[src/rtl/barrel_shift_sched_if.sv]
// Request/response channels for two clients plus the shared 4-bit shifter hookup.
// slave = scheduler side, master = client/shifter side.
interface barrel_shift_sched_if #(
  parameter int DATA_W = 4,
  parameter int AMT_W  = 4
);
  logic              req0_valid;
  logic              req0_ready;
  logic [DATA_W-1:0] req0_data;
  logic [AMT_W-1:0]  req0_amt;
  logic              req0_dir;
  logic [1:0]        req0_mode;
  logic              req1_valid;
  logic              req1_ready;
  logic [DATA_W-1:0] req1_data;
  logic [AMT_W-1:0]  req1_amt;
  logic              req1_dir;
  logic [1:0]        req1_mode;

  logic              rsp0_valid;
  logic              rsp0_ready;
  logic [DATA_W-1:0] rsp0_data;
  logic              rsp0_err;
  logic              rsp1_valid;
  logic              rsp1_ready;
  logic [DATA_W-1:0] rsp1_data;
  logic              rsp1_err;

  logic [DATA_W-1:0] sh_data_in;
  logic [1:0]        sh_amt;
  logic              sh_dir;
  logic [1:0]        sh_mode;
  logic [DATA_W-1:0] sh_data_out;
  logic              busy;

  modport slave (
    input  req0_valid, req0_data, req0_amt, req0_dir, req0_mode,
    input  req1_valid, req1_data, req1_amt, req1_dir, req1_mode,
    output req0_ready, req1_ready,
    output rsp0_valid, rsp0_data, rsp0_err, rsp1_valid, rsp1_data, rsp1_err,
    input  rsp0_ready, rsp1_ready,
    output sh_data_in, sh_amt, sh_dir, sh_mode, busy,
    input  sh_data_out
  );

  modport master (
    output req0_valid, req0_data, req0_amt, req0_dir, req0_mode,
    output req1_valid, req1_data, req1_amt, req1_dir, req1_mode,
    input  req0_ready, req1_ready,
    input  rsp0_valid, rsp0_data, rsp0_err, rsp1_valid, rsp1_data, rsp1_err,
    output rsp0_ready, rsp1_ready,
    input  sh_data_in, sh_amt, sh_dir, sh_mode, busy,
    output sh_data_out
  );
endinterface

[src/rtl/barrel_shift_sched.sv]
// Round-robin shares one 0-3 bit shifter between two clients, iterating passes for 0-15 shifts.
// Latency P+1 cycles from accept (P = shifter passes); one job at a time, result held until taken.
module barrel_shift_sched #(
  parameter int DATA_W = 4,
  parameter int AMT_W  = 4
) (
  input logic                  clk,
  input logic                  rst_n,
  barrel_shift_sched_if.slave  bus
);
  typedef enum logic [1:0] {S_IDLE, S_PASS, S_RESP} state_t;

  state_t            r_state;
  logic              r_rr_ptr;
  logic [DATA_W-1:0] r_acc;
  logic [AMT_W-1:0]  r_rem;
  logic              r_dir;
  logic [1:0]        r_mode;
  logic              r_id;
  logic              r_err;
  logic              r_rsp0_valid;
  logic              r_rsp1_valid;

  logic              w_take;
  logic              w_gnt0;
  logic              w_gnt1;
  logic              w_id;
  logic [DATA_W-1:0] w_in_data;
  logic [AMT_W-1:0]  w_in_amt;
  logic [AMT_W-1:0]  w_in_rem;
  logic              w_in_dir;
  logic [1:0]        w_in_mode;
  logic [1:0]        w_step;
  logic [AMT_W-1:0]  w_rem_next;
  logic              w_pass;
  logic              w_rsp_hs;

  assign w_take = rst_n && (r_state == S_IDLE);
  assign w_gnt0 = bus.req0_valid && (!bus.req1_valid || !r_rr_ptr);
  assign w_gnt1 = bus.req1_valid && (!bus.req0_valid ||  r_rr_ptr);
  assign bus.req0_ready = w_take && w_gnt0;
  assign bus.req1_ready = w_take && w_gnt1;

  assign w_id      = bus.req1_ready;
  assign w_in_data = w_id ? bus.req1_data : bus.req0_data;
  assign w_in_amt  = w_id ? bus.req1_amt  : bus.req0_amt;
  assign w_in_dir  = w_id ? bus.req1_dir  : bus.req0_dir;
  assign w_in_mode = w_id ? bus.req1_mode : bus.req0_mode;
  // Rotation is periodic in the width, so only amt mod 4 needs a pass.
  assign w_in_rem  = (w_in_mode == 2'b01) ? {{(AMT_W-2){1'b0}}, w_in_amt[1:0]} : w_in_amt;

  // The shifter's arithmetic-right path moves exactly one bit regardless of sh_amt.
  assign w_step = (r_mode == 2'b10 && r_dir) ? 2'd1 :
                  (r_rem > AMT_W'(3))        ? 2'd3 : r_rem[1:0];
  assign w_rem_next = r_rem - AMT_W'(w_step);
  assign w_pass     = (r_state == S_PASS);

  assign bus.sh_data_in = w_pass ? r_acc  : '0;
  assign bus.sh_amt     = w_pass ? w_step : 2'd0;
  assign bus.sh_dir     = w_pass && r_dir;
  assign bus.sh_mode    = w_pass ? r_mode : 2'd0;
  assign bus.busy       = (r_state != S_IDLE);

  assign bus.rsp0_valid = r_rsp0_valid;
  assign bus.rsp1_valid = r_rsp1_valid;
  assign bus.rsp0_data  = r_acc;
  assign bus.rsp1_data  = r_acc;
  assign bus.rsp0_err   = r_err;
  assign bus.rsp1_err   = r_err;
  assign w_rsp_hs = (r_rsp0_valid && bus.rsp0_ready) || (r_rsp1_valid && bus.rsp1_ready);

  always_ff @(posedge clk) begin
    if (!rst_n) begin
      r_state      <= S_IDLE;
      r_rr_ptr     <= 1'b0;
      r_acc        <= '0;
      r_rem        <= '0;
      r_dir        <= 1'b0;
      r_mode       <= 2'd0;
      r_id         <= 1'b0;
      r_err        <= 1'b0;
      r_rsp0_valid <= 1'b0;
      r_rsp1_valid <= 1'b0;
    end else begin
      case (r_state)
        S_IDLE: begin
          if (bus.req0_ready || bus.req1_ready) begin
            r_id     <= w_id;
            r_rr_ptr <= ~w_id;
            r_dir    <= w_in_dir;
            r_mode   <= w_in_mode;
            if (w_in_mode == 2'b11) begin
              r_acc   <= '0;
              r_rem   <= '0;
              r_err   <= 1'b1;
              r_state <= S_RESP;
            end else begin
              r_acc   <= w_in_data;
              r_rem   <= w_in_rem;
              r_err   <= 1'b0;
              r_state <= (w_in_rem == '0) ? S_RESP : S_PASS;
            end
          end
        end
        S_PASS: begin
          r_acc <= bus.sh_data_out;
          r_rem <= w_rem_next;
          if (w_rem_next == '0) r_state <= S_RESP;
        end
        S_RESP: begin
          // First RESP cycle raises the response; it then holds until the handshake.
          if (!r_rsp0_valid && !r_rsp1_valid) begin
            r_rsp0_valid <= !r_id;
            r_rsp1_valid <= r_id;
          end else if (w_rsp_hs) begin
            r_rsp0_valid <= 1'b0;
            r_rsp1_valid <= 1'b0;
            r_state      <= S_IDLE;
          end
        end
        default: r_state <= S_IDLE;
      endcase
    end
  end
endmodule

[src/flat_wrapper.sv]
// flat-port wrapper written by rule: the top's interface ports become plain ports
module barrel_shift_sched_flat 
#(
  parameter int DATA_W = 4,
  parameter int AMT_W  = 4
)
  (clk, rst_n, bus_req0_valid, bus_req0_data, bus_req0_amt, bus_req0_dir, bus_req0_mode, bus_req1_valid, bus_req1_data, bus_req1_amt, bus_req1_dir, bus_req1_mode, bus_req0_ready, bus_req1_ready, bus_rsp0_valid, bus_rsp0_data, bus_rsp0_err, bus_rsp1_valid, bus_rsp1_data, bus_rsp1_err, bus_rsp0_ready, bus_rsp1_ready, bus_sh_data_in, bus_sh_amt, bus_sh_dir, bus_sh_mode, bus_busy, bus_sh_data_out);
  barrel_shift_sched_if #(.DATA_W(DATA_W), .AMT_W(AMT_W)) bus_i ();
  input logic clk;
  input logic rst_n;
  input wire logic [$bits(bus_i.req0_valid)-1:0] bus_req0_valid;
  input wire logic [$bits(bus_i.req0_data)-1:0] bus_req0_data;
  input wire logic [$bits(bus_i.req0_amt)-1:0] bus_req0_amt;
  input wire logic [$bits(bus_i.req0_dir)-1:0] bus_req0_dir;
  input wire logic [$bits(bus_i.req0_mode)-1:0] bus_req0_mode;
  input wire logic [$bits(bus_i.req1_valid)-1:0] bus_req1_valid;
  input wire logic [$bits(bus_i.req1_data)-1:0] bus_req1_data;
  input wire logic [$bits(bus_i.req1_amt)-1:0] bus_req1_amt;
  input wire logic [$bits(bus_i.req1_dir)-1:0] bus_req1_dir;
  input wire logic [$bits(bus_i.req1_mode)-1:0] bus_req1_mode;
  output wire logic [$bits(bus_i.req0_ready)-1:0] bus_req0_ready;
  output wire logic [$bits(bus_i.req1_ready)-1:0] bus_req1_ready;
  output wire logic [$bits(bus_i.rsp0_valid)-1:0] bus_rsp0_valid;
  output wire logic [$bits(bus_i.rsp0_data)-1:0] bus_rsp0_data;
  output wire logic [$bits(bus_i.rsp0_err)-1:0] bus_rsp0_err;
  output wire logic [$bits(bus_i.rsp1_valid)-1:0] bus_rsp1_valid;
  output wire logic [$bits(bus_i.rsp1_data)-1:0] bus_rsp1_data;
  output wire logic [$bits(bus_i.rsp1_err)-1:0] bus_rsp1_err;
  input wire logic [$bits(bus_i.rsp0_ready)-1:0] bus_rsp0_ready;
  input wire logic [$bits(bus_i.rsp1_ready)-1:0] bus_rsp1_ready;
  output wire logic [$bits(bus_i.sh_data_in)-1:0] bus_sh_data_in;
  output wire logic [$bits(bus_i.sh_amt)-1:0] bus_sh_amt;
  output wire logic [$bits(bus_i.sh_dir)-1:0] bus_sh_dir;
  output wire logic [$bits(bus_i.sh_mode)-1:0] bus_sh_mode;
  output wire logic [$bits(bus_i.busy)-1:0] bus_busy;
  input wire logic [$bits(bus_i.sh_data_out)-1:0] bus_sh_data_out;
  assign bus_i.req0_valid = bus_req0_valid;
  assign bus_i.req0_data = bus_req0_data;
  assign bus_i.req0_amt = bus_req0_amt;
  assign bus_i.req0_dir = bus_req0_dir;
  assign bus_i.req0_mode = bus_req0_mode;
  assign bus_i.req1_valid = bus_req1_valid;
  assign bus_i.req1_data = bus_req1_data;
  assign bus_i.req1_amt = bus_req1_amt;
  assign bus_i.req1_dir = bus_req1_dir;
  assign bus_i.req1_mode = bus_req1_mode;
  assign bus_req0_ready = bus_i.req0_ready;
  assign bus_req1_ready = bus_i.req1_ready;
  assign bus_rsp0_valid = bus_i.rsp0_valid;
  assign bus_rsp0_data = bus_i.rsp0_data;
  assign bus_rsp0_err = bus_i.rsp0_err;
  assign bus_rsp1_valid = bus_i.rsp1_valid;
  assign bus_rsp1_data = bus_i.rsp1_data;
  assign bus_rsp1_err = bus_i.rsp1_err;
  assign bus_i.rsp0_ready = bus_rsp0_ready;
  assign bus_i.rsp1_ready = bus_rsp1_ready;
  assign bus_sh_data_in = bus_i.sh_data_in;
  assign bus_sh_amt = bus_i.sh_amt;
  assign bus_sh_dir = bus_i.sh_dir;
  assign bus_sh_mode = bus_i.sh_mode;
  assign bus_busy = bus_i.busy;
  assign bus_i.sh_data_out = bus_sh_data_out;
  barrel_shift_sched #(.DATA_W(DATA_W), .AMT_W(AMT_W)) u_core (.clk(clk), .rst_n(rst_n), .bus(bus_i));
endmodule
[config.mk]
export PLATFORM = sky130hd
export DESIGN_NAME = barrel_shift_sched_flat
export DESIGN_NICKNAME = d
export VERILOG_FILES = /design/src/rtl/barrel_shift_sched_if.sv /design/src/rtl/barrel_shift_sched.sv /design/src/flat_wrapper.sv
export SDC_FILE = /design/constraint.sdc
export NUM_CORES = 1
export LEC_CHECK = 0
export CAP_MARGIN = 10
export CORE_UTILIZATION = 34
export DETAILED_ROUTE_END_ITERATION = 7
export GPL_TIMING_DRIVEN = 0
export PLACE_DENSITY = 0.68
export SETUP_SLACK_MARGIN = 0.1
export SYNTH_ARGS = -nofsm -noshare
export SYNTH_HDL_FRONTEND = slang
export SYNTH_SLANG_ARGS = --single-unit
[constraint.sdc]
create_clock -name clk -period 6.3 [get_ports clk]
set_input_delay 1.575 -clock clk [delete_from_list [all_inputs] [get_ports clk]]
set_output_delay 1.575 -clock clk [all_outputs]
set_load 0.1 [all_outputs]
==> summary.md <==
| Metric | Value |
|---|---|
| VDD IR max | `228 uV` |
| Largest family of logic cells by synthesized area | `simple AND/OR/NAND/NOR gates` |
| I/O Buffers | `55` |
| Starting DRC count in detailed routing | `86` |
| Skew final | `0.0104 ns` |
| CP startpoint | `rst_n` |
| Layout cells sized above 1 | `7.37%` |
| Max frequency | `176 MHz` |
| Critical path's top delay family | `buffers and inverters` |
| Compound-cell area share of the yosys netlist | `26.1%` |
| Slew Limit Fails | `0` |
| Initial antenna violation count | `0` |
| Final Instance Count excl. Fillers | `263` |
| Cell Count Post-Placement | `259` |
| Total gr overflow | `0` |
| Critical path, cell by cell | `clkdlybuf4s50_1 -> nor3b_4 -> nand3_4 -> inv_2 -> buf_6 -> clkdlybuf4s50_1` |
| Core area | `0.00336 mm2` |
| Post-CTS Setup Bufs | `0` |
| Largest net degree at the start of global routing | `11` |
| Post-Syn Area | `0.00121 mm2` |
| Post-Syn Instances | `158` |
| Post-DP HPWL | `2.90 mm` |
| Hold WC Path Type | `reg2reg` |
| Chip Width | `61.6 um` |
| Global-route wire length before repair | `5.93 mm` |
| WP buf/inv | `4` |
| Detail Route Antenna Nets | `0` |
| Vias in the first global route | `1293` |
| Sequential Area | `360 um2` |
| Post-layout util | `55.0%` |
| Max Cap Violations | `0` |
| Avg Cell Area, Syn | `7.63 um2` |
| Multi-input gate area | `751 um2` |
| Slew margin rel. | `33.6%` |
| CTS tree | `yes` |
| Vias per cell | `5.39` |
| GR Util All Layers | `20.8%` |
| Clock Pin Slew Worst Setup and Hold Paths | `0.11 ns` |
| Yosys cell types | `43` |
| Worst hold path startpoint | `u_core.r_id$_SDFFE_PN0P_` |
| RSZ-0062 raised after global routing | `false` |
| Crit-path slowest cell | `clkdlybuf4s50_1` |
| P&R area growth vs syn | `53.4%` |
| Area share of the largest cell type after synthesis | `29.9%` |
| CTS buffer count | `3` |
| CP Capture Type | `primary output` |
| Final Net Count | `252` |
| Post-route design area | `0.00185 mm2` |
| Final period util | `90.0%` |
| Clock Path Buffers | `2` |
| Seq/Total Area, Yosys | `29.9%` |
| Post-synthesis mux area share | `0%` |
| DR DRC count | `0` |
| Mapped Nets | `192` |
| Worst EP arrival | `4.09 ns` |
| Row Count | `21` |
| Max FO, Critical Path | `10` |
| Cts repair resizes | `0` |
| Cell Area, Placed | `0.00181 mm2` |
| RePlAce Congestion | `0.840` |
| Cell taking the most area after synthesis | `dfxtp_1` |
| Pwr/cell area | `536 mW/mm2` |
| Post-synthesis xor/xnor area fraction | `0.726%` |
| Synth Area in Simple Gates | `33.3%` |
| Outcome | `complete, no violations` |
| CTS Hold Bufs | `0` |
| Peak per-stage delay on the critical path | `1.14 ns` |
| Static leakage | `0.721 nW` |
| RR Startpoint | `u_core.r_mode[0]$_SDFFE_PN0P_` |
| Hold Vio Cnt, Final | `0` |
| Worst-margin pin slew | `0.993 ns` |
| Worst Setup Start Kind | `primary input` |
| Clock Tree Root | `clkbuf_4` |
| Drt pass-1 iters | `4` |
| Setup TNS | `0 ns` |
| Die ar. | `0.00379 mm2` |
| CP dominant cell by count | `clkdlybuf4s50_1` |
| Num ports | `56` |
| Post-Synth Adder-Cell Area | `2.07%` |
| Routed vias | `1418` |
| Fill count | `362` |
| Die height | `61.6 um` |
| Final setup violation count | `0` |
| Final worst path period need | `5.67 ns` |
| Synth top area cells | `dfxtp_1 (30%), nor2_1 (5.9%), a31oi_1 (4.1%), and2_1 (4.1%), and3_1 (4.1%)` |
| Syn. warnings | `0` |
| Clock Sinks | `18` |
| Initial Utilization | `35.9%` |
| DR WL/cell | `14.2 um` |
| Flops & latches, synth | `18` |
| CP Class | `in2out` |
| H-tree depth | `1` |
| Worst skew pair latency | `0.30 ns` |
| Number of diodes | `0` |
| Critical path required time | `4.72 ns` |
| Post-Route WL | `3.74 mm` |
## logic make-up (layout without fill, tap and decap cells)
logic type,Yosys count,in the layout
XOR/XNOR,1,1
buffers and inverters,18,77
AO/OA/AOI/OAI,47,47
AND/OR/NAND/NOR,72,72
adder cells (fa/ha/maj),2,2
flip-flops,18,18
## state kept, by name, summed over array words and instances (netlist names)
signal / cells
u_core.r_id: 1
u_core.r_mode: 2
u_core.r_dir: 1
u_core.r_rem: 4
u_core.bus.rsp0_err: 1
u_core.bus.rsp0_valid: 1
u_core.r_state: 2
u_core.r_rr_ptr: 1
u_core.bus.rsp1_valid: 1
u_core.bus.rsp0_data: 4
## per-stage QoR
step                hold slack, ns  setup WS [ns]  power [mW]
finish                       0.497          0.633       0.993
global placement             0.471          0.675       0.909
detailed placement           0.480          0.649       0.918
floorplan                    0.449           2.04       0.751
global route                 0.553          0.531        1.05
CTS                          0.498          0.634       0.992
## power breakdown
part / leakage (nW) / switching [mW] / internal (mW) / total [mW]
Clock: 0.0210 / 0.0375 / 0.0352 / 0.0727
Combinational: 0.552 / 0.501 / 0.225 / 0.726
Sequential: 0.148 / 0.0411 / 0.153 / 0.194
## tightest hold or removal path, delay by kind of cell, from the launching register on
family           cells  cell delay, ns
flip-flops           1            0.35
AND/OR/NAND/NOR      1            0.06
AO/OA/AOI/OAI        1            0.06
## layout by cell type (no fill, tap or decap), drive strengths merged, types with 5 or more instances in the layout
| master | n |
|---|---|
| nor2 | 19 |
| buf | 7 |
| and2 | 8 |
| clkbuf | 9 |
| a31oi | 8 |
| a22oi | 6 |
| nand2 | 11 |
| o22ai | 8 |
| clkdlybuf4s50 | 55 |
| dfxtp | 18 |
| o21ai | 8 |
| inv | 6 |
| and3 | 8 |
| nand2b | 5 |
| nor3 | 7 |
## final timing paths
check                                                       to  slack, ns  cells after the start
worst max-delay path                            bus_req1_ready       0.63                      6
worst min-delay path                  u_core.r_id$_SDFFE_PN0P_       0.50                      2
worst max register to register  u_core.r_state[0]$_SDFFE_PN0P_       3.98                      8
worst min register to register        u_core.r_id$_SDFFE_PN0P_       0.50                      2
## cells in the mapped netlist
master,n
nor2_1,19
dfxtp_1,18
nand2_1,11
a31oi_1,8
and2_1,8
and3_1,8
o22ai_1,8
nor3_1,7
a22oi_1,6
o21ai_0,6
buf_4,5
clkbuf_1,5
inv_1,5
nand2b_1,5
a211oi_1,3
a21oi_1,3
a311oi_1,3
ha_1,2
nor3b_1,2
nor4_1,2
o21ai_1,2
a222oi_1,1
a22o_1,1
a31o_2,1
and3b_1,1
and4_1,1
and4b_1,1
buf_2,1
buf_6,1
inv_2,1
nand3_1,1
nand3_4,1
nor2b_1,1
nor3b_4,1
o211ai_1,1
o21a_1,1
o21bai_1,1
o31a_1,1
o31ai_1,1
or2_2,1
or3_1,1
or4_1,1
xor2_1,1
## routing by layer
layer	global-route usage (%)	vias to the layer above	share of wire [%]
li1	-	704	-
met1	29.3	681	48
met2	33.9	33	48
met3	2.10	0	3.3
met4	5.08	0	0
met5	0	-	0
## cell type report
type	instances	share of cell area [%]
Multi-Input combinational cell	122	40.6
Buffer	12	3.92
Inverter	6	1.22
Timing Repair Buffer	55	29.7
Tap cell	46	3.11
Clock buffer	4	1.96
Sequential cell	18	19.5
No activity file was read; power rests on OpenSTA's default activity.
